## config.mk

```make
export PLATFORM = sky130hd
export DESIGN_NAME = irs2_speed_servo
export DESIGN_NICKNAME = d
export VERILOG_FILES = /design/src/rtl/irs2_speed_servo_pkg.sv /design/src/rtl/irs2_servo_step.sv /design/src/rtl/irs2_speed_servo.sv
export SDC_FILE = /design/constraint.sdc
export NUM_CORES = 1
export LEC_CHECK = 0
export ABC_AREA = 1
export CAP_MARGIN = 20
export CORE_MARGIN = 2
export CORE_UTILIZATION = 64
export CTS_CLUSTER_DIAMETER = 120
export DETAILED_ROUTE_END_ITERATION = 10
export GPL_TIMING_DRIVEN = 0
export PLACE_DENSITY = 0.88
export REMOVE_ABC_BUFFERS = 1
export SKIP_LAST_GASP = 1
export SLEW_MARGIN = 20
export SYNTH_ARGS = -nofsm -noshare
export SYNTH_HDL_FRONTEND = slang
export SYNTH_HIERARCHICAL = 1
export SYNTH_SLANG_ARGS = --single-unit
export TNS_END_PERCENT = 50
```

## constraint.sdc

```tcl
create_clock -name clk_i -period 8.3 [get_ports clk_i]
set_input_delay 2.075 -clock clk_i [delete_from_list [all_inputs] [get_ports clk_i]]
set_output_delay 2.075 -clock clk_i [all_outputs]
set_load 0.01 [all_outputs]
```

## src/rtl/irs2_speed_servo_pkg.sv

```systemverilog
// Shared constants and types for the IRS2 sampling-speed servo and its register block.
package irs2_speed_servo_pkg;

    localparam int unsigned ERR_W  = 8;
    localparam int unsigned VDLY_W = 16;

    localparam logic [VDLY_W-1:0] VDLY_INIT_DEF = 16'h0B00;
    localparam logic [VDLY_W-1:0] VDLY_MIN_DEF  = 16'h0400;
    localparam logic [VDLY_W-1:0] VDLY_MAX_DEF  = 16'hF000;

    typedef enum logic [2:0] {
        ST_IDLE,
        ST_WAIT_INTERVAL,
        ST_START,
        ST_WAIT_MEAS,
        ST_COMPUTE,
        ST_LOAD,
        ST_WAIT_ACK
    } state_t;

    typedef logic signed [ERR_W-1:0] err_t;

endpackage

```

## src/rtl/irs2_servo_step.sv

```systemverilog
// Combinational servo step: wrapped phase error, deadband test and clamped next Vdly code.
module irs2_servo_step
    import irs2_speed_servo_pkg::*;
#(
    parameter int unsigned       GAIN_SHIFT = 2,
    parameter int unsigned       DEADBAND   = 1,
    parameter logic [VDLY_W-1:0] VDLY_MIN   = VDLY_MIN_DEF,
    parameter logic [VDLY_W-1:0] VDLY_MAX   = VDLY_MAX_DEF
) (
    input  logic [ERR_W-1:0]  phase,
    input  logic [ERR_W-1:0]  target,
    input  logic [VDLY_W-1:0] vdly,
    output err_t              err,
    output logic              in_deadband,
    output logic [VDLY_W-1:0] vdly_next
);

    localparam int unsigned SUM_W = VDLY_W + 1;

    logic signed [ERR_W:0]   err_ext;
    logic [ERR_W:0]          err_mag;
    err_t                    step;
    logic signed [SUM_W-1:0] sum;
    logic signed [SUM_W-1:0] lo;
    logic signed [SUM_W-1:0] hi;

    always_comb begin
        // Modulo-256 difference read as two's complement handles the phase wrap.
        err         = $signed(ERR_W'(phase - target));
        err_ext     = {err[ERR_W-1], err};
        err_mag     = err_ext[ERR_W] ? -err_ext : err_ext;
        in_deadband = (err_mag <= (ERR_W+1)'(DEADBAND));

        step = err >>> GAIN_SHIFT;
        if (step == '0) begin
            step = err[ERR_W-1] ? '1 : ERR_W'(1);
        end

        lo  = $signed({1'b0, VDLY_MIN});
        hi  = $signed({1'b0, VDLY_MAX});
        sum = $signed({1'b0, vdly}) - $signed({{(SUM_W-ERR_W){step[ERR_W-1]}}, step});

        if (sum < lo) begin
            vdly_next = VDLY_MIN;
        end else if (sum > hi) begin
            vdly_next = VDLY_MAX;
        end else begin
            vdly_next = sum[VDLY_W-1:0];
        end
    end

endmodule

```

## src/rtl/irs2_speed_servo.sv

```systemverilog
// Closed-loop IRS2 sampling-speed servo: periodic phase measurement, Vdly stepping
// through a load/ack handshake, and lock/timeout reporting.
module irs2_speed_servo
    import irs2_speed_servo_pkg::*;
#(
    parameter logic [15:0]       INTERVAL   = 16'd50000,
    parameter logic [15:0]       TIMEOUT    = 16'd65535,
    parameter logic [VDLY_W-1:0] VDLY_INIT  = VDLY_INIT_DEF,
    parameter logic [VDLY_W-1:0] VDLY_MIN   = VDLY_MIN_DEF,
    parameter logic [VDLY_W-1:0] VDLY_MAX   = VDLY_MAX_DEF,
    parameter int unsigned       GAIN_SHIFT = 2,
    parameter int unsigned       DEADBAND   = 1,
    parameter int unsigned       LOCK_COUNT = 4
) (
    input  logic              clk_i,
    input  logic              rst_n_i,
    input  logic              present_i,
    input  logic              servo_enable_i,
    input  logic [ERR_W-1:0]  target_phase_i,
    output logic              mon_enable_o,
    input  logic [ERR_W-1:0]  phase_i,
    input  logic              phase_done_i,
    output logic [VDLY_W-1:0] vdly_o,
    output logic              vdly_load_o,
    input  logic              vdly_ack_i,
    output logic [ERR_W-1:0]  err_o,
    output logic              locked_o,
    output logic              timeout_o
);

    localparam int unsigned LOCK_W = 8;

    state_t              state;
    state_t              state_d;
    logic [15:0]         ivl_cnt;
    logic [15:0]         ivl_cnt_d;
    logic [15:0]         tmo_cnt;
    logic [15:0]         tmo_cnt_d;
    logic [LOCK_W-1:0]   lock_cnt;
    logic [LOCK_W-1:0]   lock_cnt_d;
    logic [ERR_W-1:0]    phase_q;
    logic [ERR_W-1:0]    phase_d;
    logic [VDLY_W-1:0]   vdly_d;
    logic [ERR_W-1:0]    err_d;
    logic                mon_enable_d;
    logic                vdly_load_d;
    logic                locked_d;
    logic                timeout_d;

    logic [ERR_W-1:0]    step_phase;
    err_t                step_err;
    logic                step_db;
    logic [VDLY_W-1:0]   step_vdly;

    // Live phase on the completion cycle so err_o is valid one cycle after phase_done_i.
    assign step_phase = (state == ST_WAIT_MEAS) ? phase_i : phase_q;

    irs2_servo_step #(
        .GAIN_SHIFT (GAIN_SHIFT),
        .DEADBAND   (DEADBAND),
        .VDLY_MIN   (VDLY_MIN),
        .VDLY_MAX   (VDLY_MAX)
    ) u_step (
        .phase       (step_phase),
        .target      (target_phase_i),
        .vdly        (vdly_o),
        .err         (step_err),
        .in_deadband (step_db),
        .vdly_next   (step_vdly)
    );

    always_comb begin
        state_d    = state;
        ivl_cnt_d  = ivl_cnt;
        tmo_cnt_d  = tmo_cnt;
        lock_cnt_d = lock_cnt;
        phase_d    = phase_q;
        vdly_d     = vdly_o;
        err_d      = err_o;
        timeout_d  = 1'b0;

        case (state)
            ST_IDLE: begin
                if (present_i && servo_enable_i) begin
                    state_d = ST_LOAD;
                    vdly_d  = VDLY_INIT;
                end
            end
            ST_WAIT_INTERVAL: begin
                if (!servo_enable_i) begin
                    state_d = ST_IDLE;
                end else if (ivl_cnt == 16'd0) begin
                    state_d = ST_START;
                end else begin
                    ivl_cnt_d = ivl_cnt - 16'd1;
                end
            end
            ST_START: begin
                if (!servo_enable_i) begin
                    state_d = ST_IDLE;
                end else begin
                    state_d   = ST_WAIT_MEAS;
                    tmo_cnt_d = 16'd0;
                end
            end
            ST_WAIT_MEAS: begin
                if (!servo_enable_i) begin
                    state_d = ST_IDLE;
                end else if (phase_done_i) begin
                    phase_d = phase_i;
                    err_d   = step_err;
                    state_d = ST_COMPUTE;
                end else if (tmo_cnt == TIMEOUT - 16'd1) begin
                    state_d   = ST_WAIT_INTERVAL;
                    timeout_d = 1'b1;
                end else begin
                    tmo_cnt_d = tmo_cnt + 16'd1;
                end
            end
            ST_COMPUTE: begin
                if (step_db) begin
                    if (lock_cnt < LOCK_W'(LOCK_COUNT)) begin
                        lock_cnt_d = lock_cnt + LOCK_W'(1);
                    end
                    state_d = ST_WAIT_INTERVAL;
                end else begin
                    lock_cnt_d = '0;
                    vdly_d     = step_vdly;
                    state_d    = ST_LOAD;
                end
            end
            ST_LOAD, ST_WAIT_ACK: begin
                state_d = vdly_ack_i ? ST_WAIT_INTERVAL : ST_WAIT_ACK;
            end
            default: begin
                state_d = ST_IDLE;
            end
        endcase

        if (state_d == ST_WAIT_INTERVAL && state != ST_WAIT_INTERVAL) begin
            ivl_cnt_d = INTERVAL - 16'd1;
        end
        if (state_d == ST_IDLE) begin
            lock_cnt_d = '0;
        end

        // Board removal aborts everything, including a pending DAC handshake; Vdly is held.
        if (!present_i) begin
            state_d    = ST_IDLE;
            lock_cnt_d = '0;
            vdly_d     = vdly_o;
            err_d      = err_o;
            phase_d    = phase_q;
            timeout_d  = 1'b0;
        end

        mon_enable_d = (state_d == ST_START);
        vdly_load_d  = (state_d == ST_LOAD) || (state_d == ST_WAIT_ACK);
        locked_d     = (lock_cnt_d == LOCK_W'(LOCK_COUNT));
    end

    always_ff @(posedge clk_i) begin
        if (!rst_n_i) begin
            state        <= ST_IDLE;
            ivl_cnt      <= 16'd0;
            tmo_cnt      <= 16'd0;
            lock_cnt     <= '0;
            phase_q      <= '0;
            vdly_o       <= VDLY_INIT;
            err_o        <= '0;
            mon_enable_o <= 1'b0;
            vdly_load_o  <= 1'b0;
            locked_o     <= 1'b0;
            timeout_o    <= 1'b0;
        end else begin
            state        <= state_d;
            ivl_cnt      <= ivl_cnt_d;
            tmo_cnt      <= tmo_cnt_d;
            lock_cnt     <= lock_cnt_d;
            phase_q      <= phase_d;
            vdly_o       <= vdly_d;
            err_o        <= err_d;
            mon_enable_o <= mon_enable_d;
            vdly_load_o  <= vdly_load_d;
            locked_o     <= locked_d;
            timeout_o    <= timeout_d;
        end
    end

endmodule

```

After elaboration in Yosys (flattened, before gate mapping)
Cells that the tools add are included.
{"block": "word_totals", "ff_bits": 79, "latchBits": 0, "mem_bits_rw": 0, "romBits": 0, "inputBits": 22, "out_inout_bits": 28, "wordCells": 101, "n_memories": 0}
{"block": "classes", "addsub": 6, "mul": 0, "div": 0, "order_cmp": 4, "n_eq_ne": 20, "n_shift": 0, "mux": 35, "bitwise_logic": 5, "reduce_logical": 19}
{"op": "$mux W16", "n": 12}
{"op": "$mux W8", "n": 8}
{"op": "$pmux W16 S2", "n": 2}
{"op": "$mux W3", "n": 9}
{"op": "$pmux W3 S6", "n": 1}
{"op": "$gt A17 B17 Y1 const B", "n": 1}
{"op": "$lt A17 B12 Y1 const B", "n": 1}
{"op": "$sub A17 B8 Y17", "n": 1}
{"op": "$add A16 B1 Y16 const B", "n": 1}
{"op": "$eq A16 B16 Y1 const B", "n": 1}
{"op": "$logic_not A16 Y1", "n": 1}
{"op": "$sub A16 B1 Y16 const B", "n": 1}
{"op": "$eq A3 B3 Y1 const B", "n": 5}
{"op": "$ne A2 B2 Y1 const B", "n": 6}
{"op": "$eq A3 B2 Y1 const B", "n": 3}
{"op": "$le A9 B1 Y1 const B", "n": 1}
{"op": "$mux W9", "n": 1}
{"op": "$neg A8 Y9", "n": 1}
{"op": "$add A8 B1 Y8 const B", "n": 1}
{"op": "$eq A8 B3 Y1 const B", "n": 1}
{"op": "$logic_not A8 Y1", "n": 1}
{"op": "$lt A8 B3 Y1 const B", "n": 1}
{"op": "$reduce_and A4 Y1", "n": 2}
{"op": "$reduce_bool A2 Y1", "n": 4}
{"op": "14 further kinds", "n": 23}

Logic depth before layout (Yosys ltp)
Gate-level depths: netlist (run 1).
{"block": "depth", "word_depth": 12, "mapped_depth": 35, "depth_no_buf": 34}

Hierarchy
Netlist (run 1), hierarchy kept.
{"mod": "irs2_speed_servo", "instances": 1, "cells_each": 553, "area_per_inst_um2": 3881.2, "seq_area_each_um2": 1581.5}
{"mod": "irs2_servo_step", "instances": 1, "cells_each": 384, "area_per_inst_um2": 1913.1, "seq_area_each_um2": 0.0}

Least setup slack after synthesis (run 1)
OpenSTA, ideal clock, no wires.
{"block": "synth_timing", "path_kind": "input -> register", "from": "input port phase_i[0]", "to": "register vdly_o[2]", "arrival_time_ns": 5.547, "path_slack_ns": 2.683, "path_stages": 29, "path_cell_list": "nand2_1 -> nand2_1 -> inv_1 -> ha_1 -> inv_1 -> fa_1 -> nand3_1 -> nand3_1 -> xnor2_1 -> inv_1 -> nor2_1 -> nand3_1 -> o21ai_0 -> ha_1 -> inv_1 -> fa_1 -> or2_2 -> nor2_1 -> nand3_1 -> nor2_1 -> nand2_1 -> nor2_1 -> nand3_1 -> nand3_2 -> buf_6 -> nand2_1 -> nor2_1 -> nand2_1 -> a21oi_1"}
{"block": "synth_between", "elab_chain_cells": 10}
{"element": "start: declaration", "line_no": "irs2_speed_servo.sv:21", "text": "input logic [ERR_W-1:0] phase_i,"}
{"element": "$mux W8 (*)", "line_no": "irs2_speed_servo.sv:56", "text": "assign step_phase = (state == ST_WAIT_MEAS) ? phase_i : phase_q;"}
{"element": "net step_phase[0]", "line_no": "irs2_speed_servo.sv:50", "text": "logic [ERR_W-1:0] step_phase;"}
{"element": "$sub A8 B8 Y8 (*)", "line_no": "irs2_servo_step.sv:29", "text": "err = $signed(ERR_W'(phase - target));"}
{"element": "net step_err[4]", "line_no": "irs2_speed_servo.sv:51", "text": "err_t step_err;"}
{"element": "$logic_not A8 Y1", "line_no": "irs2_servo_step.sv:35", "text": "if (step == '0) begin"}
{"element": "$mux W8 (*)", "line_no": "irs2_servo_step.sv:35"}
{"element": "$sub A17 B8 Y17 (*)", "line_no": "irs2_servo_step.sv:41", "text": "sum = $signed({1'b0, vdly}) - $signed({{(SUM_W-ERR_W){step[ERR_W-1]}}, step});"}
{"element": "$gt A17 B17 Y1", "line_no": "irs2_servo_step.sv:45", "text": "end else if (sum > hi) begin"}
{"element": "$mux W16", "line_no": "irs2_servo_step.sv:45"}
{"element": "$mux W16 (*)", "line_no": "irs2_servo_step.sv:43", "text": "if (sum < lo) begin"}
{"element": "net step_vdly[2]", "line_no": "irs2_speed_servo.sv:53", "text": "logic [VDLY_W-1:0] step_vdly;"}
{"element": "$mux W16 (*)", "line_no": "irs2_speed_servo.sv:121", "text": "if (step_db) begin"}
{"element": "$pmux W16 S2 (*)", "line_no": "irs2_speed_servo.sv:82", "text": "case (state)"}
{"element": "end signal: assignment", "line_no": "irs2_speed_servo.sv:181", "text": "vdly_o <= vdly_d;"}
{"element": "end: declaration", "line_no": "irs2_speed_servo.sv:23", "text": "output logic [VDLY_W-1:0] vdly_o,"}
Mark *: on every way through the listed nets, which the timed path passes. The rest lies on a longest branch. The select of a mux whose other input is x is not followed.
A chain may end at the register's enable or synchronous reset.

Worst setup path in the final report (run 1)
{"block": "layout_timing", "from": "input port phase_i[0]", "to": "register vdly_o[0]"}
The elaborated chain is that of the path after synthesis.

==> results of run 1 <==
metrics by stage:
stage,setup slack [ns],total power [mW]
4_1_cts,1.996,0.8849
3_3_place_gp,1.702,0.5704
2_1_floorplan,2.687,0.5291
6_report,1.939,0.8853
5_1_grt,1.467,0.9289
3_5_place_dp,1.632,0.5745
critical path: cells and delay by family:
family,cells,cell delay [ns]
buf+inv,5,0.76
simple gates,17,1.93
compound gates,2,0.34
fa+ha+maj,4,1.17
xor+xnor,1,0.32
placed cells by master (no fill, tap or decap), drive strengths merged:
cell           netlist  layout
fa                   2       2
o22ai                4       4
a31oi                3       3
or3                  1       1
nand4               25      25
clkinvlp             0       2
and3                 2       2
dfxtp               79      79
bufinv               0       1
o21bai               1       1
o211ai               1       1
o21a                 1       1
a211oi               4       4
clkdlybuf4s50        0      48
o21ai               31      31
nand2              301     301
a21oi               49      49
nand3               52      52
nor3                11      11
clkbuf               9      11
a21o                 1       1
buf                  6       1
ha                  29      29
nor4                 4       4
clkinv               1       2
nand3b               5       5
and2                 3       3
or2                  1       1
xnor2                5       5
inv                139     140
nor2               153     153
nor3b                1       1
xor2                13      13
cells by family (layout without fill, tap and decap cells):
logic type / after synthesis / count (layout) / share of synthesized area
and+or+nand+nor: 559 / 559 / 0.4358
DFF: 79 / 79 / 0.2729
xor gates and xnor gates: 18 / 18 / 0.02721
AOI/OAI and AO/OA: 95 / 95 / 0.08962
adders and majority gates: 31 / 31 / 0.06953
buffers and inverters: 155 / 205 / 0.1049
per-layer routing:
metal | GRT usage | vias up
met1 | 0.3688 | 2627
met5 | 0 | -
li1 | - | 3051
met3 | 0.03654 | 22
met2 | 0.4808 | 181
met4 | 0.1033 | 0
where the power goes:
group / leakage, nW / switching (mW) / internal [mW] / total (mW)
registers: 0.638 / 0.00695 / 0.386 / 0.393
clock network: 0.104 / 0.156 / 0.158 / 0.314
logic: 2.49 / 0.117 / 0.0618 / 0.179
worst paths after layout:
path | from | endpoint | cells past startpoint
worst max register to register | state[0] | vdly_o[0] | 31
worst min register to register | lock_cnt[5] | lock_cnt[5] | 2
worst max-delay path | phase_i[0] | vdly_o[0] | 29
worst min-delay path | lock_cnt[5] | lock_cnt[5] | 2
sequential cells by signal, indices dropped and copies added, names as in the netlist:
register,count
vdly_o,16
tmo_cnt,16
mon_enable_o,1
state,3
ivl_cnt,16
timeout_o,1
vdly_load_o,1
err_o,8
phase_q,8
locked_o,1
lock_cnt,8
cell type report:
type	instances	area [um2]
multi-input cells	703	3605
fillers	713	2215
flip-flops and latches	79	1582
inverters	140	525.5
repair buffers	49	485.5
clock buffers	11	151.4
well taps	108	135.1
clock inverters	5	65.06
==> results by group, run 1 <==
Run
  • Max-Cap Viols: 0

Timing
  • Skew final: 0.01012 ns
  • Min cycle time layout: 6.361 ns
  • Worst Tran Pin Value: 1.118 ns
  • Final Max Tran Viols: 0
  • RSZ-0062 raised after global routing: no
  • Final Hold Viols: 0
  • Slew HR: 0.2519
  • Worst hold slack: 0.4412 ns
  • Fmax: 157.2 MHz
  • Setup Viol. Count Final: 0
  • Setup TNS: 0 ns
  • Tcrit/Tclk final: 0.7664

Floorplanning
  • Die area: 9831 um2
  • # IOs: 50
  • Die Ht: 99.15 um
  • Core area: 8763 um2
  • # rows: 34
  • Die X: 99.15 um
  • Initial Util: 0.6612

Global routing
  • Total grt overflow: 0
  • Largest net degree at the start of global routing: 30
  • First-pass GRT wire length: 23.33 mm
  • Antenna violations before repair: 0
  • Vias in the first global route: 5,380
  • Gr usage total: 0.2828

Yosys
  • Post-Syn Instances: 937
  • Count leader, synth: nand2_1
  • Ys flop type: dfxtp_1
  • Most frequent cells after synthesis: nand2_1, inv_1, nor2_1
  • Post-synthesis sequential area ratio: 0.2729
  • Top cell type's share of synthesized area: 0.2729
  • Seq cells post-synth: 79
  • Number of enable flip-flop cells after synthesis: 0
  • Synth area leaders: dfxtp_1, nand2_1, inv_1
  • Post-synth cell types: 43
  • Syn. warnings: 6
  • Async SR Flop Fraction: 0
  • Mean Syn Cell Area: 6.184 um2
  • Post-Synthesis Cell Area: 5794 um2
  • Synth area leader: dfxtp_1

Detailed routing
  • # DRC: 0
  • Metal-1 WL: 6.242 mm
  • Final wirelength: 13.42 mm
  • Pre-antenna DRT Iters: 6
  • Detail Route Antenna Nets: 0
  • WL met3: 722 um
  • Met2 WL post-DR: 6.207 mm
  • Vias per cell: 5.371
  • DR WL/cell: 12.25 um
  • Iter 0 DRT Violations: 320
  • Vias: 5,881
  • Top routing layer in use: met4

Min path
  • HP Class: flip-flop to flip-flop

Placement
  • IO buf count: 49
  • Dpl hpwl: 9.710 mm
  • Post-place instance area: 6337 um2
  • RD Place Congestion: 0.9429
  • Placed cells: 1,079

Clock tree
  • TritonCTS clock tree: done
  • Post-cts hold buffer count: 0
  • Root Driver: clkbuf_8
  • Clk sinks: 79
  • Post-CTS setup buffer count: 0
  • Worst-case clock buffer depth: 2
  • Worst-path clk slew: 0.09 ns
  • Total CTS buffers: 9
  • H-tree depth: 3
  • CTS resizes: 0
  • Clock Latency Late Sink: 0.36 ns

Pwr
  • Peak VDD IR: 0.00009352 V
  • Pwr Density: 135.2 nW/um2
  • Leak: 3.232 nW

Critical path
  • WP data required: 8.57 ns
  • Setup crit end kind: flip-flop
  • Crit Path Class: primary input to flip-flop
  • Reg-to-reg slack, setup: 2.72 ns
  • Critical path's slowest cell: fa_1
  • Crit Path Max Fanout: 12
  • Arrival time at the worst endpoint: 6.63 ns
  • Worst path max stage delay: 0.45 ns
  • Startpoint Class: primary input

Finish
  • Nets@finish: 1,035
  • Diodes inserted: 0
  • Fin area: 6549 um2
  • Layout cell share with drive strength beyond 1: 0.07903
  • Area grow syn2layout: 13.02%
  • Non-filler instance count after layout: 1,095
  • Layout Utilization: 0.7473

Status
  • Status: finished, final reports clean
Power figures use the tool's default switching activity.
==> run 2: changes to the inputs <==
- CORE_UTILIZATION: 64 -> 53
- PLACE_DENSITY: 0.88 -> 0.78
- clock period: 8.3 -> 5.14 ns (I/O delays scaled with it)
==> run 2 against run 1 <==
Net effect: setup slack worse by 1.9 ns; count of clock-buffer cells in the layout down 1; core utilization down 10 points; die area up 20%; clock skew up 0.0043 ns; final cell count up 4.3%; clock power up 86%; worst hold slack better by 0.0021 ns; sequential power up 61%; largest cell class unchanged; largest power group unchanged.
==> results by group, run 2 (same netlist as run 1, synthesis figures left out) <==
Floorplanning
  • Core area: 10,750 um2 (was 8763 um2)
  • Die area: 11,790 um2 (was 9831 um2)
  • Die X: 108.6 um (was 99.15 um)
  • # IOs: 50 (unchanged)
  • Die Ht: 108.6 um (was 99.15 um)
  • # rows: 38 (was 34)
  • Initial Util: 0.5392 (was 0.6612)

Pwr
  • Internal power: 1.077 mW (was 0.6055 mW)
  • Switch Pwr: 0.4516 mW (was 0.2798 mW)
  • PnR Total Power: 1.529 mW (was 0.8853 mW)
  • Leak: 3.363 nW (was 3.232 nW)
  • Pwr Density: 220.6 nW/um2 (was 135.2 nW/um2)
  • Sw Share: 0.2954 (was 0.3161)
  • Reg power frac: 0.415 (was 0.443)
  • Peak VDD IR: 0.0001439 V (was 0.00009352 V)
  • Combinational share of power: 0.203 (was 0.202)
  • Clock Power Share: 0.382 (was 0.355)

Detailed routing
  • Pre-antenna DRT Iters: 6 (unchanged)
  • DR WL/cell: 12.18 um (was 12.25 um)
  • # DRC: 0 (unchanged)
  • Vias: 5,859 (was 5,881)
  • Final wirelength: 13.91 mm (was 13.42 mm)
  • Detail Route Antenna Nets: 0 (unchanged)
  • Iter 0 DRT Violations: 257 (was 320)
  • Vias per cell: 5.130 (was 5.371)

Finish
  • Layout Utilization: 0.6447 (was 0.7473)
  • Largest registers: ivl_cnt (16), tmo_cnt (16), vdly_o (16) (unchanged)
  • Commonest non-fill, non-tap cell in the layout: nand2_1 (unchanged)
  • Layout cell share with drive strength beyond 1: 0.1248 (was 0.07903)
  • Commonest cells after routing, fill and taps aside: nand2_1, inv_1, nor2_1 (unchanged)
  • Area grow syn2layout: 19.56% (was 13.02%)
  • Nets@finish: 1,050 (was 1,035)
  • Diodes inserted: 0 (unchanged)
  • Fin area: 6928 um2 (was 6549 um2)

Global routing
  • Antenna violations before repair: 0 (unchanged)
  • Gr usage total: 0.2447 (was 0.2828)
  • Largest net degree at the start of global routing: 30 (unchanged)
  • Layer carrying the most global-route usage: met2 (unchanged)
  • GR met1 Demand/Resource: 0.3244 (was 0.3688)
  • Total grt overflow: 0 (unchanged)
  • Met2 Use GR: 0.4040 (was 0.4808)
  • First-pass GRT wire length: 23.22 mm (was 23.33 mm)
  • Vias in the first global route: 5,222 (was 5,380)
  • Met3 Usage GRT: 0.04039 (was 0.03654)

Clock tree
  • Clock Latency Late Sink: 0.37 ns (was 0.36 ns)
  • TritonCTS clock tree: done (unchanged)
  • Clk sinks: 79 (unchanged)
  • Total CTS buffers: 9 (unchanged)
  • H-tree depth: 3 (unchanged)
  • Post-cts hold buffer count: 0 (unchanged)
  • Worst-case clock buffer depth: 2 (unchanged)
  • Worst-path clk slew: 0.10 ns (was 0.09 ns)
  • Root Driver: clkbuf_8 (unchanged)

Timing
  • Setup Viol. Count Final: 0 (unchanged)
  • Final Max Tran Viols: 0 (unchanged)
  • Worst hold slack: 0.4433 ns (was 0.4412 ns)
  • Final Hold Viols: 0 (unchanged)
  • Slew HR: 0.2448 (was 0.2519)
  • Tcrit/Tclk final: 0.9932
  • Min cycle time layout: 5.105 ns
  • Skew final: 0.01438 ns (was 0.01012 ns)
  • Worst Tran Pin Value: 1.131 ns (was 1.118 ns)
  • Fmax: 195.9 MHz

Critical path
  • Startpoint Class: primary input (unchanged)
  • Arrival time at the worst endpoint: 5.40 ns (was 6.63 ns)
  • Setup crit end kind: flip-flop (unchanged)
  • WP data required: 5.44 ns (was 8.57 ns)
  • Crit Path Max Fanout: 6 (was 12)
  • Crit Path Class: primary input to flip-flop (unchanged)

Placement
  • RD Place Congestion: 0.9070 (was 0.9429)
  • Post-place instance area: 6377 um2 (was 6337 um2)
  • Dpl hpwl: 10.00 mm (was 9.710 mm)
  • IO buf count: 49 (unchanged)

Run
  • Max-Cap Viols: 0 (unchanged)

Min path
  • HP Class: flip-flop to flip-flop (unchanged)

Status
  • Status: finished, final reports clean (unchanged)
run 2: area by class of cell:
type,instances,area [um2]
Fill cell,1003,3817
Multi-Input combinational cell,704,3776
Sequential cell,79,1582
Clock buffer,10,137.6
Tap cell,140,175.2
Clock inverter,6,115.1
Timing Repair Buffer,63,615.6
Inverter,140,526.8
run 2: stage by stage:
step,setup TNS [ns],std cells,worst slack (ns)
after global routing,-0.2137,1142,-0.1003
after detailed placement,-10.20,1111,-0.6880
after CTS,0,1129,0.007028
after global placement,-10.22,1111,-0.7027
final,0,1142,0.03478
after floorplan,0,922,0.3169
run 2: power groups by stage:
stage / sequential, mW / combinational (mW) / clock (mW)
final: 0.634 / 0.311 / 0.584
after CTS: 0.634 / 0.287 / 0.593
after global routing: 0.636 / 0.350 / 0.625
after floorplan: 0.646 / 0.209 / 0
after detailed placement: 0.648 / 0.279 / 0
after global placement: 0.648 / 0.277 / 0
run 2: what timing repair did:
action,in CTS,in global routing
buffers inserted,1,13
resized for setup,13,31
gates cloned,1,0
pin swaps,7,25
setup endpoints to repair,16,16
run 2: path summary, 6_finish.rpt:
path                                         from     endpoint  slack, ns  depth (start not counted)
worst min-delay path                  lock_cnt[6]  lock_cnt[6]       0.44                          2
worst max register to register           state[0]    vdly_o[2]       0.14                         31
worst max-delay path            target_phase_i[1]    vdly_o[2]       0.03                         25
worst min register to register        lock_cnt[6]  lock_cnt[6]       0.44                          2
run 2: critical path: stages:
cell and delay, ns:
clkdlybuf4s50_1 0.47, inv_1 0.07, fa_2 0.43, nand3_2 0.10, nand3_2 0.08, xnor2_2 0.17
inv_2 0.07, nor2_2 0.13, nand3_1 0.08, o21ai_1 0.15, ha_2 0.18, inv_1 0.07
fa_2 0.47, or2_2 0.32, nor2_2 0.11, nand3_1 0.07, nor2_1 0.10, nand2_1 0.07
nor2_2 0.14, nand3_2 0.16, nand3_4 0.16, nand2_2 0.07, nor2_1 0.18, nand2_1 0.10
a21oi_2 0.16
run 2: layer usage:
metal	share of wire	vias to the layer above
met5	0	-
met4	0.016	0
met2	0.47	137
met3	0.035	20
met1	0.48	2628
li1	-	3074
==> run 3: changes to the inputs <==
- CORE_UTILIZATION: 53 -> 45
- PLACE_DENSITY: 0.78 -> 0.68
==> run 3 against run 2 <==
Net effect: via count shrank 1.2%; combinational power is essentially flat; flip-flop and latch count is the same; count of clock-buffer cells in the layout grew 2; wire length grew 2.0%; register-to-register slack gained 0.19 ns; critical path type unchanged; largest cell class unchanged.
==> results by group, run 3 (same netlist as run 1, synthesis figures left out) <==
Placement
  • Pre-CTS setup slack: -0.7783 ns (was -0.6880 ns)
  • Placed cells: 1,143 (was 1,111)
  • IO buf count: 49 (unchanged)
  • Post-place instance area: 6417 um2 (was 6377 um2)
  • Dpl hpwl: 10.29 mm (was 10.00 mm)
  • RD Place Congestion: 0.9074 (was 0.9070)

Timing
  • Final Hold Viols: 0 (unchanged)
  • Setup ws final: 0.2304 ns (was 0.03478 ns)
  • Skew final: 0.005594 ns (was 0.01438 ns)
  • Tcrit/Tclk final: 0.9552 (was 0.9932)
  • Final Max Tran Viols: 0 (unchanged)
  • Worst hold slack: 0.4343 ns (was 0.4433 ns)
  • Slew HR: 0.5617 (was 0.2448)
  • Setup Viol. Count Final: 0 (unchanged)
  • Fmax: 203.7 MHz (was 195.9 MHz)
  • Worst Tran Pin Value: 0.6567 ns (was 1.131 ns)
  • Min cycle time layout: 4.910 ns (was 5.105 ns)

Detailed routing
  • Final wirelength: 14.19 mm (was 13.91 mm)
  • Iter 0 DRT Violations: 272 (was 257)
  • Vias per cell: 4.934 (was 5.130)
  • DR WL/cell: 12.10 um (was 12.18 um)
  • Detail Route Antenna Nets: 0 (unchanged)
  • Pre-antenna DRT Iters: 5 (was 6)
  • Vias: 5,787 (was 5,859)
  • # DRC: 0 (unchanged)

Finish
  • Layout Utilization: 0.5544 (was 0.6447)
  • Diodes inserted: 0 (unchanged)
  • Fin area: 6997 um2 (was 6928 um2)
  • Non-filler instance count after layout: 1,173 (was 1,142)
  • Layout cell share with drive strength beyond 1: 0.1189 (was 0.1248)
  • Commonest cells after routing, fill and taps aside: nand2_1, nor2_1, inv_1 (was nand2_1, inv_1, nor2_1)
  • Area grow syn2layout: 20.75% (was 19.56%)
  • Commonest non-fill, non-tap cell in the layout: nand2_1 (unchanged)
  • Largest registers: ivl_cnt (16), tmo_cnt (16), vdly_o (16) (unchanged)
  • Nets@finish: 1,049 (was 1,050)

Floorplanning
  • # IOs: 50 (unchanged)
  • Die area: 13,800 um2 (was 11,790 um2)
  • Initial Util: 0.4592 (was 0.5392)
  • Die Ht: 117.5 um (was 108.6 um)
  • Die X: 117.5 um (was 108.6 um)
  • # rows: 41 (was 38)
  • Core area: 12,620 um2 (was 10,750 um2)

Global routing
  • Total grt overflow: 0 (unchanged)
  • Gr usage total: 0.2079 (was 0.2447)
  • Antenna violations before repair: 0 (unchanged)
  • Largest net degree at the start of global routing: 30 (unchanged)
  • Vias in the first global route: 5,223 (was 5,222)
  • First-pass GRT wire length: 23.99 mm (was 23.22 mm)

Critical path
  • Arrival time at the worst endpoint: 5.18 ns (was 5.40 ns)
  • Crit Path Class: primary input to flip-flop (unchanged)
  • Setup crit end kind: flip-flop (unchanged)
  • Crit Path Max Fanout: 6 (unchanged)
  • Startpoint Class: primary input (unchanged)
  • WP data required: 5.41 ns (was 5.44 ns)

Pwr
  • Clock Power Share: 0.416 (was 0.382)
  • Leak: 3.384 nW (was 3.363 nW)
  • Pwr Density: 231.1 nW/um2 (was 220.6 nW/um2)
  • Reg power frac: 0.393 (was 0.415)
  • Combinational share of power: 0.192 (was 0.203)
  • Peak VDD IR: 0.0001793 V (was 0.0001439 V)
  • Sw Share: 0.2812 (was 0.2954)
  • Internal power: 1.162 mW (was 1.077 mW)
  • Switch Pwr: 0.4547 mW (was 0.4516 mW)

Clock tree
  • TritonCTS clock tree: done (unchanged)
  • Clk sinks: 79 (unchanged)
  • Worst-case clock buffer depth: 2 (unchanged)
  • Clock Latency Late Sink: 0.35 ns (was 0.37 ns)
  • H-tree depth: 3 (unchanged)
  • Root Driver: clkbuf_16 (was clkbuf_8)
  • Post-cts hold buffer count: 0 (unchanged)
  • Total CTS buffers: 9 (unchanged)
  • Worst-path clk slew: 0.06 ns (was 0.10 ns)

Status
  • Status: finished, final reports clean (unchanged)

Run
  • Max-Cap Viols: 0 (unchanged)

Min path
  • HP Class: flip-flop to flip-flop (unchanged)
run 3: changes by cell type in the layout (fill, tap and decap cells not counted), sizes merged:
cell,delta
inv,-2
bufinv,-1
clkbuf,+2
clkinvlp,-1
clkdlybuf4s50,-1
clkinv,+2
run 3: per-stage QoR:
| stage | power [mW] | setup TNS (ns) |
|---|---|---|
| after floorplan | 0.8544 | 0 |
| after global placement | 0.9278 | -10.77 |
| after detailed placement | 0.9304 | -11.56 |
| after CTS | 1.617 | 0 |
| after global routing | 1.702 | -0.6910 |
| final | 1.617 | 0 |
run 3: what timing repair did:
item,4_1_cts,5_1_grt
cloned,1,0
setup endpoints to repair,16,16
pin swaps,5,20
resized for setup,13,28
buffers inserted,4,9
run 3: worst paths after layout:
check | from | end | slack, ns | depth (start not counted)
hold reg to reg | lock_cnt[4] | lock_cnt[4] | 0.43 | 2
setup / recovery | phase_i[2] | vdly_o[6] | 0.23 | 26
setup reg to reg | state[0] | vdly_o[6] | 0.33 | 31
hold / removal | lock_cnt[4] | lock_cnt[4] | 0.43 | 2
run 3: critical path, stage by stage:
cell	delay, ns
clkdlybuf4s50_1	0.48
nand2_1	0.05
nand2_1	0.11
ha_4	0.26
a21oi_4	0.19
nand2_2	0.08
nand2_1	0.06
nand2_1	0.10
xnor2_2	0.19
nand3_1	0.10
o21ai_1	0.17
ha_2	0.19
inv_2	0.05
fa_2	0.45
or2_4	0.26
nor2_2	0.10
nand3_1	0.07
nor2_1	0.12
nand2_1	0.07
nor2_2	0.13
nand3_2	0.15
nand3_4	0.14
nand2_1	0.07
nor2_1	0.09
nand2_1	0.06
a21oi_1	0.16
run 3: area by class of cell:
type | instances | area, um2
flip-flops and latches | 79 | 1582
clock inverters | 4 | 70.07
inverters | 140 | 526.8
repair buffers | 62 | 603.1
fillers | 1309 | 5623
well taps | 172 | 215.2
clock buffers | 12 | 236.5
multi-input cells | 704 | 3764
run 3: power by group through the flow:
stage               clock network [mW]  registers, mW  logic (mW)
floorplan                            0          0.646       0.209
detailed placement                   0          0.648       0.282
global placement                     0          0.648       0.280
global route                     0.713          0.636       0.352
finish                           0.672          0.635       0.310
CTS                              0.687          0.635       0.295
run 3: metal layers:
layer | track usage | routed length [um] | vias up | part of all wire
met1 | 0.2842 | 6918 | 2583 | 0.49
met4 | 0.08434 | 321 | 0 | 0.023
met2 | 0.3322 | 6532 | 107 | 0.46
met5 | 0 | 0 | - | 0
li1 | - | - | 3073 | -
met3 | 0.02713 | 420 | 24 | 0.030
